$ cat src/rtl/hazard_controller.sv
// Pipeline hazard controller for the 5-stage RV32I core: stage enables/flushes,
// memory-wait FSM with sticky timeout, and saturating stall/flush counters.
module hazard_controller #(
  parameter int unsigned WAIT_MAX = 16,
  parameter int unsigned CNT_W    = 32
) (
  input  logic             clk_i,
  input  logic             rst_ni,
  input  logic [4:0]       id_rs1_addr_i,
  input  logic [4:0]       id_rs2_addr_i,
  input  logic             id_rs1_used_i,
  input  logic             id_rs2_used_i,
  input  logic [4:0]       ex_rd_addr_i,
  input  logic             ex_rd_wren_i,
  input  logic             ex_is_load_i,
  input  logic             ex_redirect_i,
  input  logic             mem_req_i,
  input  logic             mem_ready_i,
  input  logic             clr_cnt_i,
  output logic             pc_en_o,
  output logic             if_id_en_o,
  output logic             if_id_flush_o,
  output logic             id_ex_en_o,
  output logic             id_ex_flush_o,
  output logic             ex_mem_en_o,
  output logic             mem_wb_flush_o,
  output logic             state_o,
  output logic             mem_timeout_o,
  output logic [CNT_W-1:0] stall_cnt_o,
  output logic [CNT_W-1:0] flush_cnt_o
);

  typedef enum logic {ST_RUN = 1'b0, ST_WAIT = 1'b1} state_t;

  localparam logic [7:0]       LP_WAIT_MAX = 8'(WAIT_MAX);
  localparam logic [CNT_W-1:0] LP_CNT_MAX  = '1;

  logic             w_freeze;
  logic             w_rs1_hit;
  logic             w_rs2_hit;
  logic             w_load_use;
  logic             w_stall_evt;
  logic             w_flush_evt;
  logic             w_timeout_set;
  state_t           r_state;
  state_t           w_state_nxt;
  logic [7:0]       r_wait_cnt;
  logic             r_timeout;
  logic [CNT_W-1:0] r_stall_cnt;
  logic [CNT_W-1:0] r_flush_cnt;

  assign w_freeze   = mem_req_i & ~mem_ready_i;
  assign w_rs1_hit  = id_rs1_used_i & (id_rs1_addr_i == ex_rd_addr_i);
  assign w_rs2_hit  = id_rs2_used_i & (id_rs2_addr_i == ex_rd_addr_i);
  assign w_load_use = ex_is_load_i & ex_rd_wren_i & (ex_rd_addr_i != 5'd0)
                    & (w_rs1_hit | w_rs2_hit);

  // A redirect makes the ID instruction wrong-path, so its load-use stall is not counted.
  assign w_stall_evt   = w_freeze | (w_load_use & ~ex_redirect_i);
  assign w_flush_evt   = ~w_freeze & ex_redirect_i;
  assign w_timeout_set = w_freeze & (r_wait_cnt == LP_WAIT_MAX - 8'd1);

  always_comb begin
    // NOTE: every output gets its default first so no path leaves one unassigned (no latch).
    pc_en_o        = 1'b1;
    if_id_en_o     = 1'b1;
    if_id_flush_o  = 1'b0;
    id_ex_en_o     = 1'b1;
    id_ex_flush_o  = 1'b0;
    ex_mem_en_o    = 1'b1;
    mem_wb_flush_o = 1'b0;
    if (w_freeze) begin
      pc_en_o        = 1'b0;
      if_id_en_o     = 1'b0;
      id_ex_en_o     = 1'b0;
      ex_mem_en_o    = 1'b0;
      mem_wb_flush_o = 1'b1;
    end else if (ex_redirect_i) begin
      if_id_flush_o = 1'b1;
      id_ex_flush_o = 1'b1;
    end else if (w_load_use) begin
      pc_en_o       = 1'b0;
      if_id_en_o    = 1'b0;
      id_ex_flush_o = 1'b1;
    end
  end

  // NOTE: sequential state uses non-blocking assignments; reset is asynchronous active-low.
  always_ff @(posedge clk_i or negedge rst_ni) begin
    if (!rst_ni) r_state <= ST_RUN;
    else         r_state <= w_state_nxt;
  end

  always_comb begin
    w_state_nxt = r_state;
    unique case (r_state)
      ST_RUN:  if (w_freeze)  w_state_nxt = ST_WAIT;
      ST_WAIT: if (!w_freeze) w_state_nxt = ST_RUN;
      default: w_state_nxt = ST_RUN;
    endcase
  end

  always_comb begin
    state_o = (r_state == ST_WAIT);
  end

  always_ff @(posedge clk_i or negedge rst_ni) begin
    if (!rst_ni) begin
      r_wait_cnt <= 8'd0;
    end else if (!w_freeze) begin
      r_wait_cnt <= 8'd0;
    end else if (r_wait_cnt != LP_WAIT_MAX) begin
      r_wait_cnt <= r_wait_cnt + 8'd1;
    end
  end

  always_ff @(posedge clk_i or negedge rst_ni) begin
    if (!rst_ni) begin
      r_timeout   <= 1'b0;
      r_stall_cnt <= '0;
      r_flush_cnt <= '0;
    end else if (clr_cnt_i) begin
      r_timeout   <= 1'b0;
      r_stall_cnt <= '0;
      r_flush_cnt <= '0;
    end else begin
      if (w_timeout_set) r_timeout <= 1'b1;
      if (w_stall_evt && r_stall_cnt != LP_CNT_MAX) r_stall_cnt <= r_stall_cnt + 1'b1;
      if (w_flush_evt && r_flush_cnt != LP_CNT_MAX) r_flush_cnt <= r_flush_cnt + 1'b1;
    end
  end

  assign mem_timeout_o = r_timeout;
  assign stall_cnt_o   = r_stall_cnt;
  assign flush_cnt_o   = r_flush_cnt;

endmodule

$ cat config.mk
export PLATFORM = sky130hd
export DESIGN_NAME = hazard_controller
export DESIGN_NICKNAME = d
export VERILOG_FILES = /design/src/rtl/hazard_controller.sv
export SDC_FILE = /design/constraint.sdc
export NUM_CORES = 1
export LEC_CHECK = 0
export ABC_AREA = 1
export BUFFER_PORTS_ARGS = -buffer_cell sky130_fd_sc_hd__buf_2
export CORE_MARGIN = 5
export CORE_UTILIZATION = 57
export CTS_BUF_LIST = sky130_fd_sc_hd__clkbuf_16
export CTS_CLUSTER_DIAMETER = 120
export DETAILED_ROUTE_END_ITERATION = 7
export GPL_ROUTABILITY_DRIVEN = 0
export HOLD_SLACK_MARGIN = 0.05
export PLACE_DENSITY_LB_ADDON = 0.1
export SLEW_MARGIN = 20
export SYNTH_ARGS = -nofsm -noshare
export SYNTH_HDL_FRONTEND = slang
export SYNTH_SLANG_ARGS = --single-unit
$ cat constraint.sdc
create_clock -name clk_i -period 1.8 [get_ports clk_i]
set_input_delay 0.27 -clock clk_i [delete_from_list [all_inputs] [get_ports clk_i]]
set_output_delay 0.27 -clock clk_i [all_outputs]
set_load 0.02 [all_outputs]
Yosys cells after proc, flatten, opt, wreduce, memory -nomap -nowiden
Index checks and enable logic that the tools add are counted.

Bits in registers: 74. Bits of input ports: 25. Output and inout port bits: 73. Logic and storage cells: 53.

$add $sub $neg: 3. Eq/ne operators: 7. Multiplexer cells: 18. Bitwise operators: 14. Reduce and logical (&&, ||, !) cells: 6.

Operators by type and width (count): 2-to-1 mux 32 bit (4); adder 32 x 1 -> 32 bit (second input constant) (2); != test 32 bit (second input constant) (2); 2-to-1 mux 8 bit (2); 2-to-1 mux 1 bit (12); equality test 5 bit (2); AND 1 bit (9); adder 8 x 1 -> 8 bit (second input constant) (1); equality test 8 x 4 -> 1 bit (second input constant) (1); != test 8 x 5 -> 1 bit (second input constant) (1); nonzero test 2 bit (3); nonzero test 5 bit (1); inverter 1 bit (3); logical AND 1 bit (2); != test 2 x 1 -> 1 bit (second input constant) (1); OR 1 bit (2).

Depth between registers and ports, before layout
Gate-level depths: netlist of run 1.

Word-level depth: 9. Depth in mapped cells: 12. Depth with buffers taken out: 11.

Least setup slack after synthesis of run 1
Ideal clock, no wire load.

Path kind: input -> output. From: input port mem_req_i. To: output port pc_en_o. Arrival time: 1.673 ns. Required time: 1.530 ns. Setup slack: -0.143 ns. Stages: 7. Buffers on the path: 2. Path through: inv_1 -> nor2_4 -> clkinv_1 -> nand2_1 -> buf_2 -> inv_1 -> buf_4.

Cells in the longest elaborated chain, start to end: 2.

Ends and longest elaborated chain: from (decl) (line 17) `input logic mem_req_i,`; AND 1 bit (line 52) `assign w_freeze = mem_req_i & ~mem_ready_i;`; 2-to-1 mux 1 bit; to (decl) (line 20) `output logic pc_en_o,`.

Every way passes these cells.

Worst setup path after layout of run 1
From: register r_flush_cnt[0] (netlist: flush_cnt_o[0]). To: register r_flush_cnt[18] (netlist: flush_cnt_o[18]).

Cells in the longest elaborated chain, start to end: 3.

Ends and longest elaborated chain: from (decl) (line 50) `logic [CNT_W-1:0] r_flush_cnt;`; from (signal assigned) (line 129) `if (w_flush_evt && r_flush_cnt != LP_CNT_MAX) r_flush_cnt <= r_flush_cnt + 1'b1;`; adder 32 x 1 -> 32 bit / != test 32 bit (equally long branches) (line 129); 2-to-1 mux 32 bit / logical AND 1 bit (equally long branches) (line 129); 2-to-1 mux 32 bit / nonzero test 2 bit (equally long branches).

Parallel ways exist; a longest one is shown, timed or not. The select of a mux whose other input is x is not followed. A chain may end at the register's enable or synchronous reset.

==> impl_metrics.py, run 1 <==
metrics = {
    "cells_and_area": {
        "seqCellArea_um2": 1860,
        "final_cell_mix": "nand2_1, inv_1, buf_2",
        "final.fill_count": 720,
        "area_growth_pct": 28.8,
        "finalNetCount": 983,
        "n_antenna_cell": 0,
        "design_area_um2": 6910,
        "multi_input_area_um2": 3160,
        "final_common_cell": "nand2_1",
        "layout-drive-gt1-share_pct": 25.9,
    },
    "logic_synthesis": {
        "ys.flop_type": "dfrtp_1",
        "synthesis.nets": 833,
        "synth_area_um2": 5360,
        "synthTopCellsByArea": "dfrtp_1, nand2_1, nor2_1",
        "synth.distinct_cells": 40,
        "yosysTopAreaCellShare_pct": 34.5,
        "yosysWarnings": 0,
        "synth_edf_count": 0,
        "synth.avg_cell_area_um2": 6.67,
        "synthArstFlopShare_pct": 100,
        "netlist_instances": 804,
        "yosysSeqAreaShare_pct": 34.5,
        "yosys.area.top_type": "dfrtp_1",
        "synth_seq_cells": 74,
    },
    "timing": {
        "finalCritPeriodShare_pct": 101,
        "fin_skew_ns": 0.00704,
        "setup_viol": 1,
        "hold_violations": 0,
        "maxSlewViolCount": 0,
        "worstMarginPinSlew_ns": 0.453,
        "rsz0062_at_grt": "true",
        "min_period_ns": 1.81,
        "final.setup.worst_slack_ns": -0.0113,
        "max_freq_mhz": 552,
        "max_slew_margin_pct": 69.8,
    },
    "routing": {
        "detail_route.wl_per_cell_um": 16.1,
        "drcViolationCount": 0,
        "wl_met1_um": 7290,
        "routed_wl_um": 17200,
        "dr.pass1.iters": 5,
        "vias": 6159,
        "vias_per_cell": 5.77,
        "dr_wl_met3_um": 1820,
        "drtIter0Drc": 586,
        "dr_wl_met2_um": 7550,
        "top_layer": "met4",
        "route.antenna.remaining_nets": 0,
    },
    "placed_design": {
        "post_dp_cell_area_um2": 6280,
        "dp_slack_ns": -0.0788,
        "dp_hpwl_um": 12100,
        "io_buffers": 97,
    },
    "power_and_ir_drop": {
        "combPwrFrac_pct": 10.9,
        "internal_power_mw": 2.70,
        "ir_drop_uv": 657,
        "p_leak_nw": 3.60,
        "swShare_pct": 25.7,
        "fin_total_pwr_mw": 3.63,
        "pwr-share-seq_pct": 46.4,
        "power_switching_mw": 0.933,
        "p_clk_share_pct": 42.7,
        "p_per_area_nw_per_um2": 526,
    },
    "status": {
        "status": "complete, but fails checks",
        "violations": "negative setup slack",
    },
    "setup_path": {
        "arrival_ns": 2.07,
        "worstPathMaxFanout": 11,
        "end_kind": "flop",
        "slowest_stage": "dfrtp_2",
        "reg2reg_from": "flush_cnt_o[0]$_DFFE_PN0P_",
        "required_ns": 2.05,
        "max_stage_delay_ns": 0.44,
        "cp-startpoint": "flush_cnt_o[0]$_DFFE_PN0P_",
        "critPathKind": "flop to flop",
        "path_cells": "ha_4, inv_4, nor2_4, nand2_2, nor2_4, buf_4, a21oi_4, buf_12, nand2_1, nand2_1, inv_1, nor2_1",
        "cp-start-kind": "flop",
    },
    "cts": {
        "cts_tree": "built",
        "clkLatencyLatePin_ns": 0.33,
        "clk_path_buf_depth": 2,
        "clk_pin_slew_ns": 0.06,
        "root_buffer": "clkbuf_16",
        "cts_made_buffers": 9,
        "htree_levels": 3,
        "cts_sinks": 74,
    },
    "grt": {
        "antenna_found_initial": 0,
        "grt_pass1_vias": 5695,
        "grt_usage_pct": 29.2,
        "grt_pass1_wl_um": 27300,
        "grt_max_degree": 43,
        "grt_overflow_total": 0,
    },
    "floorplan": {
        "die_w_um": 107,
        "die-area_um2": 11400,
        "core_area_um2": 9200,
        "ios": 98,
        "rows": 35,
        "start_util_pct": 58.3,
        "die_y_um": 107,
    },
    "run": {
        "cap_violations": 0,
    },
    "min_path": {
        "hold_start": "mem_ready_i",
        "holdCritPathClass": "primary input to flop",
    },
}
==> layout make-up <==
class | instances | area share, %
multi-input cells | 602 | 45.7
flip-flops and latches | 74 | 26.9
repair buffers | 164 | 16.0
inverters | 103 | 5.76
clock buffers | 9 | 3.26
well taps | 111 | 2.01
clock inverters | 5 | 0.290
==> metrics by stage <==
| stage | setup TNS, ns | utilization [%] | hold slack (ns) | std cells |
|---|---|---|---|---|
| 2_1_floorplan | 0 | - | -0.0256 | 804 |
| 3_3_place_gp | -0.392 | 68.2 | 0.163 | 1038 |
| 3_5_place_dp | -1.50 | 68.2 | 0.166 | 1038 |
| 4_1_cts | 0 | 71.3 | 0.157 | 1054 |
| 5_1_grt | -0.460 | 75.1 | 0.174 | 1068 |
| 6_report | -0.0113 | 75.1 | 0.161 | 1068 |
==> state kept, by name, summed over array words and instances (netlist names) <==
name / cells
r_wait_cnt: 8
mem_timeout_o: 1
state_o: 1
flush_cnt_o: 32
stall_cnt_o: 32
==> cell usage after synthesis (2+ instances only) <==
cell and instances:
nor4_1 2, nand3_1 70, nor2_4 4, clkbuf_1 3
a21o_1 2, buf_4 2, ha_1 4, inv_2 4
o21ai_2 4, dfrtp_1 74, o21bai_1 2, xor2_1 15
nand2_2 4, nand4_1 55, o21ai_1 19, nor2_2 4
nand3_2 11, buf_1 3, nor3_4 2, nand2_1 251
a21oi_1 6, inv_1 97, nor3_1 17, buf_2 14
buf_6 3, o21ai_0 10, nand2_4 4, nor2_1 99
xnor2_1 8
==> cell families after synthesis <==
logic type / synth area share [%]
buffers and inverters: 10.2
adders and majority gates: 0.934
DFF: 34.5
and+or+nand+nor: 45.8
xor gates and xnor gates: 3.76
AOI/OAI and AO/OA: 4.78
==> critical path: cells and delay by family, from the launching register on <==
family,cells,cell delay [ns]
AOI/OAI and AO/OA,1,0.26
adders and majority gates,1,0.18
buffers and inverters,4,0.44
DFF,1,0.44
and+or+nand+nor,6,0.41
==> repair_timing <==
action,in CTS,in global routing
cloned,0,4
endpoints found under the hold margin,16,0
hold buffers,1,0
setup buffers,1,10
gates resized for setup,5,49
pin swaps,1,9
endpoints found under the setup margin,58,64
==> layer usage <==
layer | vias to the layer above | track usage [%]
met5 | - | 0
met4 | 0 | 9.22
met3 | 54 | 4.46
met2 | 357 | 45.5
met1 | 2853 | 41.7
li1 | 2895 | -
==> worst paths after layout <==
path                            cells after the start  slack [ns]                     endpoint
worst max-delay path                               12       -0.01  flush_cnt_o[18]$_DFFE_PN0P_
worst min-delay path                                2        0.16            state_o$_DFF_PN0_
worst max register to register                     12       -0.01  flush_cnt_o[18]$_DFFE_PN0P_
worst min register to register                      2        0.53    mem_timeout_o$_DFFE_PN0P_
max in group asynchronous                           3        0.82  flush_cnt_o[23]$_DFFE_PN0P_
min in group asynchronous                           2        0.36   flush_cnt_o[4]$_DFFE_PN0P_
==> power groups by stage <==
| stage | Combinational (mW) | Sequential (mW) | Clock (mW) |
|---|---|---|---|
| detailed placement | 0.345 | 1.71 | 0 |
| floorplan | 0.180 | 1.72 | 0 |
| global placement | 0.336 | 1.71 | 0 |
| global route | 0.432 | 1.68 | 1.66 |
| finish | 0.397 | 1.68 | 1.55 |
| CTS | 0.352 | 1.68 | 1.58 |
No activity file was read; power rests on OpenSTA's default activity.
==> run 2: changes to the inputs <==
ABC_AREA = 0   (was 1)
CORE_UTILIZATION = 54   (was 57)
SLEW_MARGIN = 10   (was 20)
==> impl_metrics.py, run 2 <==
metrics = {
    "routing": {
        "detail_route.wl_per_cell_um": 19.9,
        "dr.pass1.iters": 5,
        "drcViolationCount": 0,
        "drtIter0Drc": 336,
        "route.antenna.remaining_nets": 0,
        "vias_per_cell": 6.11,
        "vias": 4906,
        "routed_wl_um": 16000,
    },
    "logic_synthesis": {
        "synth.avg_cell_area_um2": 8.92,
        "yosysWarnings": 0,
        "synthMuxAreaShare_pct": 2.14,
        "netlist_instances": 466,
        "synth-xor-area-share_pct": 7.79,
        "yosys.area.top_type": "dfrtp_1",
        "synth_area_um2": 4160,
        "synthTopCellsByCount": "dfrtp_1, nor2_1, a21oi_1, nand2_1",
        "synth.most_common_cell": "dfrtp_1",
        "synthSimpleGateAreaFrac_pct": 29.8,
        "yosys.area_share.adder_pct": 1.20,
        "synth_seq_cells": 74,
        "synth_edf_count": 0,
        "synth_compound_area_share_pct": 10.6,
        "synthArstFlopShare_pct": 100,
        "synthesis.nets": 495,
        "synth.distinct_cells": 46,
        "synth_top_family_by_area": "simple AND/OR/NAND/NOR gates",
        "ys.flop_type": "dfrtp_1",
        "synthTopCellsByArea": "dfrtp_1, nor2_1, xnor2_1",
        "yosysSeqAreaShare_pct": 44.5,
        "yosysTopAreaCellShare_pct": 44.5,
    },
    "floorplan": {
        "die_y_um": 97.8,
        "die-area_um2": 9560,
        "die_w_um": 97.8,
        "rows": 32,
        "ios": 98,
        "core_area_um2": 7610,
        "start_util_pct": 54.7,
    },
    "cts": {
        "root_buffer": "clkbuf_16",
        "cts_tree": "built",
        "htree_levels": 3,
        "cts_sinks": 74,
        "clk_pin_slew_ns": 0.06,
        "clkLatencyLatePin_ns": 0.33,
        "clk_path_buf_depth": 2,
        "cts_made_buffers": 9,
    },
    "setup_path": {
        "worstPathMaxFanout": 7,
        "critPathKind": "flop to flop",
        "cp-start-kind": "flop",
        "cp-startpoint": "stall_cnt_o[0]$_DFFE_PN0P_",
        "arrival_ns": 2.25,
        "end_kind": "flop",
        "reg2reg_from": "stall_cnt_o[0]$_DFFE_PN0P_",
        "required_ns": 2.04,
    },
    "timing": {
        "min_period_ns": 2.00,
        "worstMarginPinSlew_ns": 0.430,
        "final.setup.worst_slack_ns": -0.205,
        "finalCritPeriodShare_pct": 111,
        "hold_violations": 0,
        "fin_skew_ns": 0.00757,
        "rsz0062_at_grt": "true",
        "maxSlewViolCount": 0,
        "setup_viol": 34,
        "max_freq_mhz": 499,
        "max_slew_margin_pct": 71.3,
    },
    "grt": {
        "grt_pass1_wl_um": 21600,
        "grt_pass1_vias": 4591,
        "grt_max_degree": 75,
        "antenna_found_initial": 1,
        "grt_usage_pct": 27.3,
        "grt_overflow_total": 0,
    },
    "power_and_ir_drop": {
        "fin_total_pwr_mw": 3.81,
        "ir_drop_uv": 482,
        "p_leak_nw": 3.20,
        "p_per_area_nw_per_um2": 568,
    },
    "cells_and_area": {
        "stdcell_count": 803,
        "finalNetCount": 724,
        "final_cell_mix": "buf_4, buf_2, dfrtp_1",
        "final_util_pct": 88.3,
        "area_growth_pct": 61.4,
        "layout-drive-gt1-share_pct": 51.1,
        "final_common_cell": "buf_4",
    },
    "status": {
        "status": "complete, but fails checks",
        "violations": "negative setup slack",
    },
    "placed_design": {
        "dp_slack_ns": -0.318,
        "dp.cells": 752,
        "dp_hpwl_um": 8520,
        "io_buffers": 97,
    },
    "min_path": {
        "holdCritPathClass": "primary input to flop",
        "hold_start": "clr_cnt_i",
    },
    "run": {
        "cap_violations": 0,
    },
}
## run 2: timing repair
item / CTS / global route
gates cloned: 4 / 1
pin swaps: 38 / 64
gates resized for setup: 48 / 78
hold buffers: 1 / 0
endpoints found under the setup margin: 43 / 63
hold endpoints to repair: 74 / 0
setup buffers: 12 / 22
## run 2: cell type report
cell class / count / area (um2)
Antenna cell: 1 / 2.50
Clock buffer: 9 / 225
Clock inverter: 7 / 57.6
Fill cell: 367 / 893
Inverter: 13 / 52.6
Multi-Input combinational cell: 357 / 2610
Sequential cell: 74 / 1870
Tap cell: 102 / 128
Timing Repair Buffer: 240 / 1770
## run 2: logic make-up after synthesis
logic type | after synthesis
AO/OA/AOI/OAI | 78
flip-flops | 74
adder cells (fa/ha/maj) | 4
multiplexers | 8
buffers and inverters | 35
XOR/XNOR | 37
AND/OR/NAND/NOR | 230
## run 2: critical path: stages (launching register included)
cell and delay [ns]:
dfrtp_2 0.43, ha_4 0.18, and4_4 0.20, nand4_4 0.09, nand3_4 0.13, buf_12 0.19, buf_4 0.15, or3_4 0.37
a21oi_1 0.16
## run 2: where the power goes
part | switching, mW | internal [mW] | total [mW]
Combinational | 0.222 | 0.159 | 0.381
Clock | 0.698 | 1.05 | 1.75
Sequential | 0.0102 | 1.67 | 1.68
## run 2: final timing paths
check                                         endpoint  slack [ns]  depth (start not counted)
max in group asynchronous  flush_cnt_o[26]$_DFFE_PN0P_        0.92                          3
min in group asynchronous  stall_cnt_o[14]$_DFFE_PN0P_        0.48                          3
min reg2reg                  mem_timeout_o$_DFFE_PN0P_        0.57                          2
max reg2reg                 stall_cnt_o[6]$_DFFE_PN0P_       -0.20                          8
min                        flush_cnt_o[24]$_DFFE_PN0P_        0.36                          2
max                         stall_cnt_o[6]$_DFFE_PN0P_       -0.20                          8
## run 2: metal layers
layer	GRT usage, %	vias to the layer above	wire (um)
met5	0	-	0
met4	11.0	0	735
met3	4.43	74	1190
met2	47.1	290	7920
met1	34.3	2398	6110
li1	-	2144	-
## run 2: stage by stage
step | instance area, um2 | setup TNS [ns] | hold slack [ns]
after CTS | 6250 | -3.07 | 0.351
final | 6710 | -4.07 | 0.365
after global routing | 6710 | -7.05 | 0.384
after detailed placement | 5600 | -8.43 | 0.334
after floorplan | 4250 | -3.58 | -0.0256
after global placement | 5600 | -5.10 | 0.335
